**src/rtl/sdhci_sdma_engine.sv**
```systemverilog
// SDMA engine: moves whole SD blocks between the data buffer and system memory, pausing at buffer boundaries.
// Optional macro SDHCI_SDMA_ALIGN_CHECK_EN: misaligned address loads raise an error instead of being truncated.
module sdhci_sdma_engine #(
    parameter int AddrWidth = 32
) (
    input  logic                 clk_i,
    input  logic                 rst_ni,
    input  logic                 start_i,
    input  logic                 abort_i,
    input  logic                 dir_read_i,
    input  logic [AddrWidth-1:0] sys_addr_i,
    input  logic                 sys_addr_we_i,
    input  logic [2:0]           boundary_i,
    input  logic [11:0]          block_size_i,
    input  logic [15:0]          block_count_i,
    input  logic                 multi_block_i,
    input  logic                 buf_rd_ready_i,
    output logic                 buf_rd_o,
    input  logic [31:0]          buf_rdata_i,
    input  logic                 buf_wr_ready_i,
    output logic                 buf_wr_o,
    output logic [31:0]          buf_wdata_o,
    output logic                 mem_req_o,
    input  logic                 mem_gnt_i,
    output logic [AddrWidth-1:0] mem_addr_o,
    output logic                 mem_we_o,
    output logic [3:0]           mem_be_o,
    output logic [31:0]          mem_wdata_o,
    input  logic                 mem_rvalid_i,
    input  logic [31:0]          mem_rdata_i,
    input  logic                 mem_err_i,
    output logic [AddrWidth-1:0] sys_addr_o,
    output logic                 busy_o,
    output logic                 dma_int_o,
    output logic                 done_o,
    output logic                 dma_err_o
);

    typedef enum logic [2:0] {IDLE, WAIT_BUF, MEM_REQ, MEM_RSP, PAUSE, ERROR} state_e;

    state_e               state_q;
    logic                 dir_q;
    logic                 blk_start_q;
    logic                 abort_pend_q;
    logic [2:0]           boundary_q;
    logic [11:0]          block_size_q;
    logic [10:0]          words_left_q;
    logic [15:0]          blocks_left_q;
    logic [AddrWidth-1:0] sys_addr_q;

    logic [15:0]          eff_count;
    logic [3:0]           last_be;
    logic [19:0]          bnd_mask;
    logic [AddrWidth-1:0] addr_next;
    logic [AddrWidth-1:0] load_addr;
    logic                 load_fault;
    logic                 last_word;
    logic                 last_block;
    logic                 at_boundary;
    logic                 start_ok;
    logic                 pop_now;
    logic                 issue_now;

    function automatic logic [10:0] words_of(input logic [11:0] size);
        return {1'b0, size[11:2]} + {10'd0, |size[1:0]};
    endfunction

`ifdef SDHCI_SDMA_ALIGN_CHECK_EN
    assign load_addr  = sys_addr_i;
    assign load_fault = |sys_addr_i[1:0];
`else
    assign load_addr  = sys_addr_i & ~AddrWidth'(3);
    assign load_fault = 1'b0;
`endif

    assign eff_count   = multi_block_i ? block_count_i : 16'd1;
    assign addr_next   = sys_addr_q + AddrWidth'(4);
    assign bnd_mask    = (20'h01000 << boundary_q) - 20'd1;
    assign at_boundary = (addr_next[19:0] & bnd_mask) == 20'd0;
    assign last_word   = words_left_q == 11'd1;
    assign last_block  = blocks_left_q == 16'd1;
    assign start_ok    = start_i && !abort_i && (state_q == IDLE || state_q == ERROR);

    // buf_rd_o doubles as the "word being popped" phase: the data is captured while it is high.
    assign pop_now   = state_q == WAIT_BUF && dir_q && !buf_rd_o && (!blk_start_q || buf_rd_ready_i);
    assign issue_now = state_q == WAIT_BUF && (dir_q ? buf_rd_o : (!blk_start_q || buf_wr_ready_i));

    always_comb begin
        unique case (block_size_q[1:0])
            2'd1:    last_be = 4'h1;
            2'd2:    last_be = 4'h3;
            2'd3:    last_be = 4'h7;
            default: last_be = 4'hF;
        endcase
    end

    // NOTE: the buffer push must coincide with the memory response, so this path is combinational.
    assign buf_wr_o    = state_q == MEM_RSP && mem_rvalid_i && !mem_err_i && !dir_q
                         && !abort_pend_q && !abort_i;
    assign buf_wdata_o = buf_wr_o ? mem_rdata_i : 32'd0;
    assign sys_addr_o  = sys_addr_q;

    always_ff @(posedge clk_i or negedge rst_ni) begin
        if (!rst_ni) begin
            state_q       <= IDLE;
            dir_q         <= 1'b0;
            blk_start_q   <= 1'b0;
            abort_pend_q  <= 1'b0;
            boundary_q    <= 3'd0;
            block_size_q  <= 12'd0;
            words_left_q  <= 11'd0;
            blocks_left_q <= 16'd0;
            sys_addr_q    <= '0;
            buf_rd_o      <= 1'b0;
            mem_req_o     <= 1'b0;
            mem_addr_o    <= '0;
            mem_we_o      <= 1'b0;
            mem_be_o      <= 4'h0;
            mem_wdata_o   <= 32'd0;
            busy_o        <= 1'b0;
            dma_int_o     <= 1'b0;
            done_o        <= 1'b0;
            dma_err_o     <= 1'b0;
        end else begin
            done_o    <= 1'b0;
            dma_int_o <= 1'b0;
            dma_err_o <= 1'b0;
            buf_rd_o  <= 1'b0;
            if (abort_i && state_q != MEM_RSP) begin
                state_q   <= IDLE;
                busy_o    <= 1'b0;
                mem_req_o <= 1'b0;
            end else if (start_ok) begin
                dir_q         <= dir_read_i;
                boundary_q    <= boundary_i;
                block_size_q  <= block_size_i;
                words_left_q  <= words_of(block_size_i);
                blocks_left_q <= eff_count;
                sys_addr_q    <= load_addr;
                blk_start_q   <= 1'b1;
                abort_pend_q  <= 1'b0;
                if (load_fault) begin
                    dma_err_o <= 1'b1;
                    busy_o    <= 1'b1;
                    state_q   <= ERROR;
                end else if (block_size_i == 12'd0 || eff_count == 16'd0) begin
                    done_o  <= 1'b1;
                    busy_o  <= 1'b0;
                    state_q <= IDLE;
                end else begin
                    busy_o  <= 1'b1;
                    state_q <= WAIT_BUF;
                end
            end else begin
                case (state_q)
                    IDLE: if (sys_addr_we_i) sys_addr_q <= load_addr;
                    WAIT_BUF: begin
                        buf_rd_o <= pop_now;
                        if (issue_now) begin
                            if (dir_q) mem_wdata_o <= buf_rdata_i;
                            mem_req_o   <= 1'b1;
                            mem_we_o    <= dir_q;
                            mem_addr_o  <= sys_addr_q & ~AddrWidth'(3);
                            mem_be_o    <= last_word ? last_be : 4'hF;
                            blk_start_q <= 1'b0;
                            state_q     <= MEM_REQ;
                        end
                    end
                    MEM_REQ: if (mem_gnt_i) begin
                        mem_req_o <= 1'b0;
                        state_q   <= MEM_RSP;
                    end
                    MEM_RSP: begin
                        if (mem_rvalid_i) begin
                            if (abort_pend_q || abort_i) begin
                                abort_pend_q <= 1'b0;
                                busy_o       <= 1'b0;
                                state_q      <= IDLE;
                            end else if (mem_err_i) begin
                                dma_err_o <= 1'b1;
                                state_q   <= ERROR;
                            end else begin
                                sys_addr_q <= addr_next;
                                if (last_word) begin
                                    words_left_q  <= words_of(block_size_q);
                                    blocks_left_q <= blocks_left_q - 16'd1;
                                    blk_start_q   <= 1'b1;
                                end else begin
                                    words_left_q <= words_left_q - 11'd1;
                                end
                                if (last_word && last_block) begin
                                    done_o  <= 1'b1;
                                    busy_o  <= 1'b0;
                                    state_q <= IDLE;
                                end else if (at_boundary) begin
                                    dma_int_o <= 1'b1;
                                    state_q   <= PAUSE;
                                end else begin
                                    state_q <= WAIT_BUF;
                                end
                            end
                        end else if (abort_i) begin
                            abort_pend_q <= 1'b1;
                        end
                    end
                    PAUSE: if (sys_addr_we_i) begin
                        sys_addr_q <= load_addr;
                        if (load_fault) begin
                            dma_err_o <= 1'b1;
                            state_q   <= ERROR;
                        end else begin
                            state_q <= WAIT_BUF;
                        end
                    end
                    default: ;
                endcase
            end
        end
    end

endmodule

```
**config.mk**
```make
export PLATFORM = sky130hd
export DESIGN_NAME = sdhci_sdma_engine
export DESIGN_NICKNAME = d
export VERILOG_FILES = /design/src/rtl/sdhci_sdma_engine.sv
export SDC_FILE = /design/constraint.sdc
export NUM_CORES = 1
export LEC_CHECK = 0
export CAP_MARGIN = 20
export CELL_PAD_IN_SITES_DETAIL_PLACEMENT = 1
export CELL_PAD_IN_SITES_GLOBAL_PLACEMENT = 1
export CORE_MARGIN = 2
export CORE_UTILIZATION = 31
export CTS_CLUSTER_SIZE = 10
export DETAILED_ROUTE_END_ITERATION = 8
export PLACE_DENSITY_LB_ADDON = 0.12
export RECOVER_POWER = 100
export SLEW_MARGIN = 20
export SYNTH_ARGS = -nofsm -noshare
export SYNTH_HDL_FRONTEND = slang
export SYNTH_SLANG_ARGS = --single-unit
```
**constraint.sdc**
```tcl
create_clock -name clk_i -period 2.3 [get_ports clk_i]
set_input_delay 0.575 -clock clk_i [delete_from_list [all_inputs] [get_ports clk_i]]
set_output_delay 0.575 -clock clk_i [all_outputs]
set_load 0.1 [all_outputs]
```
Word level (Yosys, flattened, before mapping):

Index checks and enable logic that the tools add are counted.

* output and inout port bits: 140
* flip-flop bits (word level): 153
* ROM bits: 0
* memories: 0
* logic and storage cells: 195
* memory bits (writable): 0
* input bits: 139
* bits in latches: 0

* equality and inequality tests: 28
* bitwise logic cells: 3
* $mul: 0
* shift-type cells: 1
* add/subtract/negate cells: 6
* reductions and logical operators: 53
* divide/modulo/power cells: 0
* mux-type cells: 85
* magnitude comparators: 0

Operators by type and width (number)
* two-way mux 32 bit: 6
* two-way mux 16 bit: 7
* two-way mux 11 bit: 6
* one-hot mux 32 bit (2 select lines): 1
* two-way mux 1 bit: 50
* adder 32 x 3 -> 32 bit, second input constant: 1
* two-way mux 3 bit: 10
* adder 10 x 1 -> 11 bit: 2
* AND 20 bit: 1
* logical NOT 20 bit: 1
* left shift 13 x 3 -> 20 bit, first input constant: 1
* subtractor 20 x 1 -> 20 bit, second input constant: 1
* != test 3 bit, second input constant: 6
* nonzero test 3 bit: 6
* == test 16 x 1 -> 1 bit, second input constant: 1
* logical NOT 16 bit: 1
* AND reduction 4 bit: 4
* subtractor 16 x 1 -> 16 bit, second input constant: 1
* AND reduction 5 bit: 3
* logical AND 1 bit: 13
* logical NOT 12 bit: 1
* one-hot mux 3 bit (4 select lines): 1
* one-hot mux 4 bit (3 select lines): 1
* AND reduction 6 bit: 2
* 26 further kinds: 49

Longest topological paths before layout:

* word-level depth: 12
* depth in mapped cells: 11
* mapped depth without buffers: 11

Least setup slack after synthesis:

Ideal clock, no wire load.

* path type: input -> output
* from: input abort_i
* to: output buf_wdata_o[22]
* slack: -1.588 ns
* data arrival time: 3.313 ns
* cell stages on the path: 6
* cells stage by stage: or3b_1 nor2_1 nand2_1 nor2_1 clkbuf_1 and2_1

* word-level cells in the longest chain between the ends: 3

RTL lines
* start, declared: line 9 `input logic abort_i,`
* logical NOT 1 bit: line 99 `&& !abort_pend_q && !abort_i;`
* logical AND 1 bit: line 99
* named net buf_wr_o: line 21 `output logic buf_wr_o,`
* two-way mux 32 bit: line 100 `assign buf_wdata_o = buf_wr_o ? mem_rdata_i : 32'd0;`
* end, declared: line 22 `output logic [31:0] buf_wdata_o,`

The timed path passes the listed nets, and every way through them passes these cells.

Final worst setup path:

* from: input mem_err_i
* to: output buf_wdata_o[30]

* word-level cells in the longest chain between the ends: 6

RTL lines
* start, declared: line 31 `input logic mem_err_i,`
* logical NOT 1 bit: line 98 `assign buf_wr_o = state_q == MEM_RSP && mem_rvalid_i && !mem_err_i && !dir_q`
* logical AND 1 bit (2 in series): line 98
* logical AND 1 bit (2 in series): line 99
* two-way mux 32 bit: line 100

Every way passes these cells.

==> impl_metrics.py <==
metrics = {
    "status": {
        "outcome": "complete, but fails checks",
        "failed_checks": "negative setup slack",
    },
    "power_and_ir_drop": {
        "seqPwrFrac": 0.238,
        "p_leak_uw": 0.00599,
        "power.share.clock": 0.138,
        "share_comb_of_total_power": 0.623,
        "power_switching_share": 0.575,
        "p_sw_uw": 12200,
        "internal-power_uw": 9030,
        "vdd.ir_drop.worst_mv": 1.53,
        "power_per_cell_area_nw_per_um2": 1550,
        "post-layout-total-power_uw": 21200,
    },
    "synth": {
        "synth.distinct_cells": 71,
        "seq_area_frac_synth": 0.440,
        "postSynth.asyncResetShare": 1.00,
        "synth.cell_area_um2": 8580,
        "synthCells": 930,
        "synth-edff-count": 0,
        "yosys-top-cells-area": "dfrtp_1 44%, mux2_2 8.1%, a21oi_1 4.4%",
        "ys_seq_elements": 151,
        "synth_largest_type_area_fraction": 0.440,
        "synth_flop_cell": "dfrtp_1",
        "yosysTopAreaCell": "dfrtp_1",
        "synthesized_area_per_cell_um2": 9.23,
        "synth_warnings": 0,
    },
    "global_route": {
        "grt_antenna_before_repair": 0,
        "grt_pass1_wl_mm": 51.6,
        "groute.usage.overall": 0.227,
        "grt_overflow": 0,
        "grt_pass1_vias": 9377,
        "maximum_number_of_pins_on_one_net_before_global_route_repair": 60,
    },
    "setup_path": {
        "critPathKind": "in -> out",
        "critPathMostFrequentCell": "buf_12",
        "startpoint_type_of_the_worst_setup_path": "primary input",
        "worstPathMaxFanout": 8,
        "worst-endpoint-arrival_ns": 2.25,
        "path_cells": "dlygate4sd3_1 > inv_1 > nand2_4 > nor2_4 > buf_12 > buf_8 > buf_16 > and2_4 > buf_12",
        "worstSetupEndpointType": "output port",
        "timing.critical_path.slowest_stage_cell": "dlygate4sd3_1",
        "critical_path_required_ns": 1.73,
        "worst_path_largest_cell_delay_ns": 0.62,
    },
    "timing": {
        "finalWorstSetupSlack_ns": -0.525,
        "timing.final.hold_violations": 0,
        "tightestPinTransition_ns": 1.05,
        "finClkSkew_ns": 0.0107,
        "max_freq_mhz": 354,
        "timing.final.crit_share": 1.23,
        "grt_setup_unrepaired": "yes",
        "finalSetupViolations": 45,
        "maxSlewViolCount": 0,
        "final.hold.worst_slack_ns": 0.281,
        "max_slew_margin": 0.300,
        "period_needed_ns": 2.82,
    },
    "clock_tree": {
        "cts.hold.buffers_added": 0,
        "cts.htree.levels": 4,
        "cts_tree": "built",
        "clock_sink_total": 151,
        "clk_pin_slew_ns": 0.07,
        "root_buffer": "clkbuf_16",
        "cts-root-to-sink-buffers": 2,
        "clock_insertion_delay_worst_skew_ns": 0.44,
        "cts-buffers-inserted": 17,
    },
    "drt": {
        "firstDrtPassIters": 4,
        "vias": 8720,
        "vias_per_cell": 5.09,
        "detail_route.iter0.violations": 383,
        "drc": 0,
        "final_antenna_net_count": 0,
        "wl_mm": 32.8,
        "post_drt_wl_per_cell_um": 19.2,
    },
    "job": {
        "drv_cap": 0,
    },
    "final_layout": {
        "finish.net_count": 1480,
        "post_route_cells_drive_above_1_share": 0.368,
        "area_growth_pct": 60.0,
        "n_fill_cell": 3045,
        "seq_area_um2": 3820,
        "final_cell_mix": "134 x dfrtp_1, 134 x buf_4, 131 x clkdlybuf4s50_1",
        "final_core_util": 0.507,
        "multi_input_comb_area_um2": 4760,
        "num_antenna_cells": 0,
    },
    "floorplan": {
        "count_of_standard_cell_rows": 60,
        "initial_utilization": 0.317,
        "floorplan.io_pins": 279,
        "die_height_um": 170,
        "placeableCoreArea_um2": 27100,
        "chipWidth_um": 170,
        "design.die.area_um2": 29000,
    },
    "min_path": {
        "min_path_type": "in -> async",
    },
    "placement": {
        "number_of_buffer_cells_added_on_primary_ports": 272,
        "gpl.final_weighted_congestion": 0.830,
        "post-dp-hpwl_mm": 24.4,
    },
}
-- cells by family (layout without fill, tap and decap cells) --
| family | count (synthesis) | in the layout | synth area share |
|---|---|---|---|
| and+or+nand+nor | 337 | 337 | 0.210 |
| buffers and inverters | 89 | 496 | 0.0431 |
| DFF | 151 | 151 | 0.440 |
| other | 1 | 4 | 0.000437 |
| muxes | 65 | 65 | 0.0848 |
| adders and majority gates | 14 | 14 | 0.0204 |
| xor gates and xnor gates | 23 | 23 | 0.0235 |
| AOI/OAI and AO/OA | 250 | 250 | 0.178 |
-- worst paths after layout --
kind                                      to   startpoint  depth (start not counted)  slack, ns
setup / recovery             buf_wdata_o[30]    mem_err_i                          9      -0.52
hold / removal             blocks_left_q[12]       rst_ni                          1       0.28
setup reg to reg            words_left_q[10]   state_q[0]                          6      -0.05
hold reg to reg                  mem_be_o[0]  mem_be_o[0]                          1       0.48
max in group asynchronous    words_left_q[9]       rst_ni                          2       0.45
min in group clk_i               mem_be_o[0]  mem_be_o[0]                          1       0.48
-- Yosys cell counts, types with 6 or more instances --
library cell  count
o21ai_0          71
nor3b_1           6
o31ai_1           8
inv_1            21
buf_1             7
o211ai_1          7
xnor2_1          12
and2_1           40
a2bb2oi_1         6
a31oi_1          15
a22oi_1          11
or3_1             7
buf_2            17
nor3_1           17
nand2_1          96
and4_1            7
xor2_1           11
a21oi_1          75
nor4_1           17
clkbuf_1         39
a211oi_1          6
nand4_1          22
dfrtp_1         151
and3_1           13
o22ai_1           9
mux2_2           62
ha_1             14
nor2_1           60
nand3_1          22
-- per-stage QoR --
step | TNS (ns) | setup WS (ns) | instances | instance area [um2]
floorplan | -4.99 | -0.199 | 933 | 8810
global placement | -41.49 | -0.624 | 1664 | 13100
detailed placement | -45.97 | -0.672 | 1664 | 13100
CTS | -15.22 | -0.511 | 1708 | 14000
global route | -24.35 | -0.609 | 1712 | 13700
finish | -15.22 | -0.525 | 1712 | 13700
-- per-layer routing --
layer / vias to the layer above / share of wire / global-route usage
li1: 4163 / - / -
met1: 4348 / 0.44 / 0.295
met2: 185 / 0.50 / 0.383
met3: 24 / 0.049 / 0.0563
met4: 0 / 0.011 / 0.0483
met5: - / 0 / 0
-- flip-flops by register name (all words and copies together) (netlist names) --
register / cells
mem_wdata_o: 32
mem_addr_o: 30
sys_addr_o: 30
blocks_left_q: 16
block_size_q: 12
words_left_q: 11
mem_be_o: 4
boundary_q: 3
state_q: 3
abort_pend_q: 1
blk_start_q: 1
buf_rd_o: 1
busy_o: 1
dir_q: 1
dma_err_o: 1
dma_int_o: 1
done_o: 1
mem_req_o: 1
mem_we_o: 1
-- worst max-delay path: cells and delay by family --
family                 cells  cell delay (ns)
buffers and inverters      6             1.28
AND/OR/NAND/NOR            3             0.36
-- cell type report --
| class | instances | share of cell area |
|---|---|---|
| clock inverters | 15 | 0.0128 |
| repair buffers | 442 | 0.291 |
| inverters | 22 | 0.00601 |
| well taps | 372 | 0.0339 |
| flip-flops and latches | 151 | 0.279 |
| clock buffers | 17 | 0.0310 |
| multi-input cells | 693 | 0.346 |
-- timing repair --
item                                   4_1_cts  5_1_grt
endpoints found under the hold margin        0        0
gates cloned                                 4        0
setup endpoints to repair                   37       58
pin swaps                                   12       10
setup buffers                                8        8
resized for setup                           32       23
-- power groups by stage --
stage	sequential, uW	combinational, uW	clock, uW
after global routing	5260	14000	3140
after CTS	5060	13800	3020
after floorplan	10900	3520	0
final	5060	13200	2940
after detailed placement	5070	13600	0
after global placement	5010	13400	0
Power figures use the tool's default switching activity.
